[src/rtl/sev_seg_arb.sv]
// Round-robin arbiter and 4-digit seven-segment multiplexer: PC view when idle, requester words when granted.
// Optional leading-zero blanking is enabled by defining LZ_BLANK_EN.
module sev_seg_arb #(
    parameter int unsigned CLK_DIV     = 100_000,
    parameter int unsigned HOLD_FRAMES = 250
) (
    input  logic        clk,
    input  logic        rst,
    input  logic [7:0]  pc_addr,
    input  logic [1:0]  req,
    input  logic [15:0] val0,
    input  logic [15:0] val1,
    output logic [1:0]  gnt,
    output logic [6:0]  seg,
    output logic [3:0]  an
);
    localparam int unsigned CW = $clog2(CLK_DIV);
    localparam int unsigned FW = $clog2(HOLD_FRAMES + 1);

    typedef enum logic [1:0] {IDLE, SHOW0, SHOW1} state_t;

    state_t        state, state_d;
    logic [CW-1:0] cnt;
    logic [1:0]    digit_sel;
    logic [FW-1:0] frame_cnt, frame_cnt_d, frame_inc;
    logic          rr, rr_d;
    logic [15:0]   word, word_d, dword;
    logic [1:0]    gnt_d;
    logic [3:0]    nib, an_d;
    logic [6:0]    seg_d;
    logic          tick, frame_end, own, lit, grant_en, grant_sel;

    function automatic logic [6:0] hex7(input logic [3:0] n);
        case (n)
            4'h0: hex7 = 7'b1000000;
            4'h1: hex7 = 7'b1111001;
            4'h2: hex7 = 7'b0100100;
            4'h3: hex7 = 7'b0110000;
            4'h4: hex7 = 7'b0011001;
            4'h5: hex7 = 7'b0010010;
            4'h6: hex7 = 7'b0000010;
            4'h7: hex7 = 7'b1111000;
            4'h8: hex7 = 7'b0000000;
            4'h9: hex7 = 7'b0010000;
            4'hA: hex7 = 7'b0001000;
            4'hB: hex7 = 7'b0000011;
            4'hC: hex7 = 7'b1000110;
            4'hD: hex7 = 7'b0100001;
            4'hE: hex7 = 7'b0000110;
            default: hex7 = 7'b0001110;
        endcase
    endfunction

    assign tick      = (cnt == CW'(CLK_DIV - 1));
    assign frame_end = tick && (digit_sel == 2'd3);

    // Arbitration is only ever evaluated at a frame end, so ownership never splits a frame.
    always_comb begin
        state_d     = state;
        gnt_d       = gnt;
        word_d      = word;
        frame_cnt_d = frame_cnt;
        rr_d        = rr;
        grant_en    = 1'b0;
        grant_sel   = 1'b0;
        frame_inc   = frame_cnt + 1'b1;
        own         = (state == SHOW1);
        if (frame_end) begin
            case (state)
                IDLE: begin
                    if (req[0] && (!req[1] || !rr)) begin
                        grant_en  = 1'b1;
                        grant_sel = 1'b0;
                    end else if (req[1]) begin
                        grant_en  = 1'b1;
                        grant_sel = 1'b1;
                    end
                end
                default: begin
                    frame_cnt_d = frame_inc;
                    if (frame_inc == FW'(HOLD_FRAMES) || !req[own]) begin
                        if (req[~own]) begin
                            grant_en  = 1'b1;
                            grant_sel = ~own;
                        end else if (req[own]) begin
                            grant_en  = 1'b1;
                            grant_sel = own;
                        end else begin
                            state_d = IDLE;
                            gnt_d   = '0;
                        end
                    end
                end
            endcase
        end
        if (grant_en) begin
            state_d     = grant_sel ? SHOW1 : SHOW0;
            gnt_d       = grant_sel ? 2'b10 : 2'b01;
            word_d      = grant_sel ? val1 : val0;
            frame_cnt_d = '0;
            rr_d        = ~grant_sel;
        end
    end

    always_comb begin
        dword = (state == IDLE) ? {8'h00, pc_addr} : word;
        case (digit_sel)
            2'd0: nib = dword[3:0];
            2'd1: nib = dword[7:4];
            2'd2: nib = dword[11:8];
            default: nib = dword[15:12];
        endcase
`ifdef LZ_BLANK_EN
        case (digit_sel)
            2'd0: lit = 1'b1;
            2'd1: lit = |dword[15:4];
            2'd2: lit = |dword[15:8];
            default: lit = |dword[15:12];
        endcase
`else
        lit = 1'b1;
`endif
        an_d  = lit ? ~(4'b0001 << digit_sel) : 4'b1111;
        seg_d = lit ? hex7(nib) : 7'b1111111;
    end

    always_ff @(posedge clk) begin
        if (rst) begin
            cnt       <= '0;
            digit_sel <= '0;
            frame_cnt <= '0;
            state     <= IDLE;
            rr        <= 1'b0;
            word      <= '0;
            gnt       <= '0;
            seg       <= '1;
            an        <= '1;
        end else begin
            cnt       <= tick ? '0 : cnt + 1'b1;
            if (tick) digit_sel <= digit_sel + 1'b1;
            frame_cnt <= frame_cnt_d;
            state     <= state_d;
            rr        <= rr_d;
            word      <= word_d;
            gnt       <= gnt_d;
            seg       <= seg_d;
            an        <= an_d;
        end
    end
endmodule

[config.mk]
export PLATFORM = sky130hd
export DESIGN_NAME = sev_seg_arb
export DESIGN_NICKNAME = d
export VERILOG_FILES = /design/src/rtl/sev_seg_arb.sv
export SDC_FILE = /design/constraint.sdc
export NUM_CORES = 1
export LEC_CHECK = 0
export ABC_AREA = 1
export CAP_MARGIN = 20
export CORE_AREA = 2 2 98 100
export DETAILED_ROUTE_END_ITERATION = 16
export DIE_AREA = 0 0 100 102
export GPL_TIMING_DRIVEN = 0
export SYNTH_ARGS = -nofsm -noshare
export SYNTH_HDL_FRONTEND = slang
export SYNTH_SLANG_ARGS = --single-unit
[constraint.sdc]
create_clock -name clk -period 2.57 [get_ports clk]
set_clock_uncertainty 0.1 [all_clocks]
set_input_delay 0.3855 -clock clk [delete_from_list [all_inputs] [get_ports clk]]
set_output_delay 0.3855 -clock clk [all_outputs]
set_load 0.02 [all_outputs]
==> results.md, run 1 <==
* Seq/Total Area, Yosys at 0.364
* Peak supply drop at 0.294 mV
* EDFF count, synth at 0
* Hold crit path type: input pin to flop
* Top-count cell post-synth: nand2_1
* Unrepaired setup endpoints after global routing: false
* Final Setup Violations at 0
* Setup ws final at 0.282 ns
* Final WL at 7990 um
* GR Overflow Total at 0
* Vias in the first global route at 2933
* Starting DRT DRC Count at 119
* Max Cap Violations at 0
* Max-slew headroom at 0.705
* FFs w/ async S/R, synth at 0
* Util after Layout at 0.443
* Leakage at 1.69 nW
* Non-filler cells in the finished layout at 625
* Site Rows at 35
* Worst setup SP type: flop
* CTS sink cnt at 57
* Dpl ws at 0.0534 ns
* Final Hold Viols at 0
* DIE WIDTH at 100 um
* Layout Nets at 567
* Worst hold slack at 0.338 ns
* Detailed Place HPWL at 6100 um
* Placed cell area at 3830 sq um
* Cell mode on critical path: inv_1
* Crit Path Category: flop to flop
* Mapped Avg Cell Area at 7.03 sq um
* RD Place Congestion at 0.871
* First-pass GRT wire length at 13600 um
* Final Max Slew Viols at 0
* Synth Instances at 446
* Core area at 9110 sq um
* Min Tclk post-route at 2.29 ns
* Status: finished, final reports clean
* DP Cell Count at 612
* FMAX at 437 MHz
* Hold buffers post-CTS at 0
* TritonCTS Buffers at 9
* Yosys reg bits at 57
* Design Area, Final at 4030 sq um
* Post-route antenna net violation count at 0
* Setup TNS Final at 0 ns
* TritonCTS clock tree: yes
* GR Util All Layers at 0.166
* Port Buf Inserts at 55
* Ports at 57
* Worst slew pin tran at 0.441 ns
* Cts repair resizes at 0
* Vias/cell at 4.92
* Worst skew pair latency at 0.34 ns
* Clock buffer depth at 2
* CP Data Required Time at 2.70 ns
* Pwr/cell area at 493 nW/um^2
* Largest fanout on the critical path at 9
* Synth top cells by count: nand2_1 (114), dfxtp_1 (57), inv_1 (53), nand3_1 (51), nand4_1 (34)
* Drt pass-1 iters at 5
* Initial antenna violation count at 0
* Initial core utilization at 0.344
* Synthesized net count at 503
* Yosys warns at 0
* Drt drc at 0
* Synth Cell Area at 3140 sq um
* Crit path cell chain: inv_1 -> ha_2 -> nand2_1 -> a31oi_1 -> nand2_1 -> o21ai_1 -> inv_1 -> ha_1 -> inv_1 -> o21ai_0 -> a21oi_1 -> o21ai_0
* WP data arrival at 2.41 ns
* Cell taking the most area after synthesis: dfxtp_1
* CTS H-tree lvls at 3
* Clk root buf: clkbuf_8
* Filler cell count at 962
* Critical path's slowest cell: dfxtp_1
* DIE HEIGHT at 102 um
* Area Overhead vs Synth at 28.5%
* Total power at 1.99 mW
* Largest net degree at the start of global routing at 11
* Drt wl/cell at 12.8 um
* Die Area at 10200 sq um
* Slowest cell delay on critical path at 0.34 ns
* Layout cell share with drive strength beyond 1 at 0.0895
* Synth Flop Type: dfxtp_1
* Clock transition at path regs at 0.07 ns
* Largest cells by area after synthesis: dfxtp_1 (36%), nand2_1 (14%), nand3_1 (8.1%)
* Vias post-DR at 3075
* Period utilisation layout at 0.890
* CP Capture Type: flop
* Post-CTS setup buffers at 0
* Top cell type's share of synthesized area at 0.364
* Post-synthesis cell type count at 35
* N_diodes at 0
## power by group
| part | internal [mW] | switching [mW] |
|---|---|---|
| combinational | 0.0947 | 0.0859 |
| sequential | 0.897 | 0.00469 |
| clock | 0.536 | 0.368 |
## placed cells by master, fill, tap and decap left out, types with 6 or more instances in the layout
cell type	n
clkdlybuf4s50_1	55
nand4_1	34
o21ai_0	12
inv_1	53
nor2_1	27
ha_1	11
nand2_1	114
dfxtp_1	57
nand3_1	51
clkbuf_8	9
nor3_1	6
a21oi_1	24
## sequential cells by signal, indices dropped and copies added (netlist names)
signal,cells
digit_sel,2
an,4
state,2
rr,1
cnt,17
frame_cnt,8
word,16
seg,7
## cell families after synthesis
group / count (synthesis) / synth area share
compound gates: 51 / 0.0933
xor+xnor: 4 / 0.0112
simple gates: 248 / 0.373
buf+inv: 73 / 0.107
flops: 57 / 0.364
fa+ha+maj: 13 / 0.0519
## per-layer routing
layer | track usage | part of all wire
met1 | 0.222 | 0.50
met2 | 0.262 | 0.43
met3 | 0.0328 | 0.050
met4 | 0.0685 | 0.019
met5 | 0 | 0
## cell type report
type / instances / area, sq um / area share
tap: 111 / 139 / 0.0345
inverter: 56 / 210 / 0.0521
multi-input combinational: 316 / 1660 / 0.413
sequential: 57 / 1140 / 0.283
timing repair buffer: 55 / 551 / 0.137
clock inverter: 6 / 83.8 / 0.0208
buffer: 15 / 119 / 0.0295
clock buffer: 9 / 124 / 0.0307
## worst paths after layout
path                     start        to  slack [ns]  cells past startpoint
hold reg to reg         cnt[0]    cnt[0]        0.35                      1
setup reg to reg  digit_sel[0]    seg[3]        0.28                     12
setup / recovery  digit_sel[0]    seg[3]        0.28                     12
hold / removal             rst  state[1]        0.34                      2
## critical path, delay by kind of cell, from the launching register on
family	cells	cell delay, ns
adders and majority gates	2	0.53
DFF	1	0.34
buffers and inverters	3	0.34
and+or+nand+nor	2	0.15
AOI/OAI and AO/OA	5	0.72
(Power assumes the default switching activity.)
==> run 2, diff against run 1 <==
- CAP_MARGIN: 20 -> 0
==> results of run 2 <==
Final layout, timing and power as in run 1 (identical DEF).
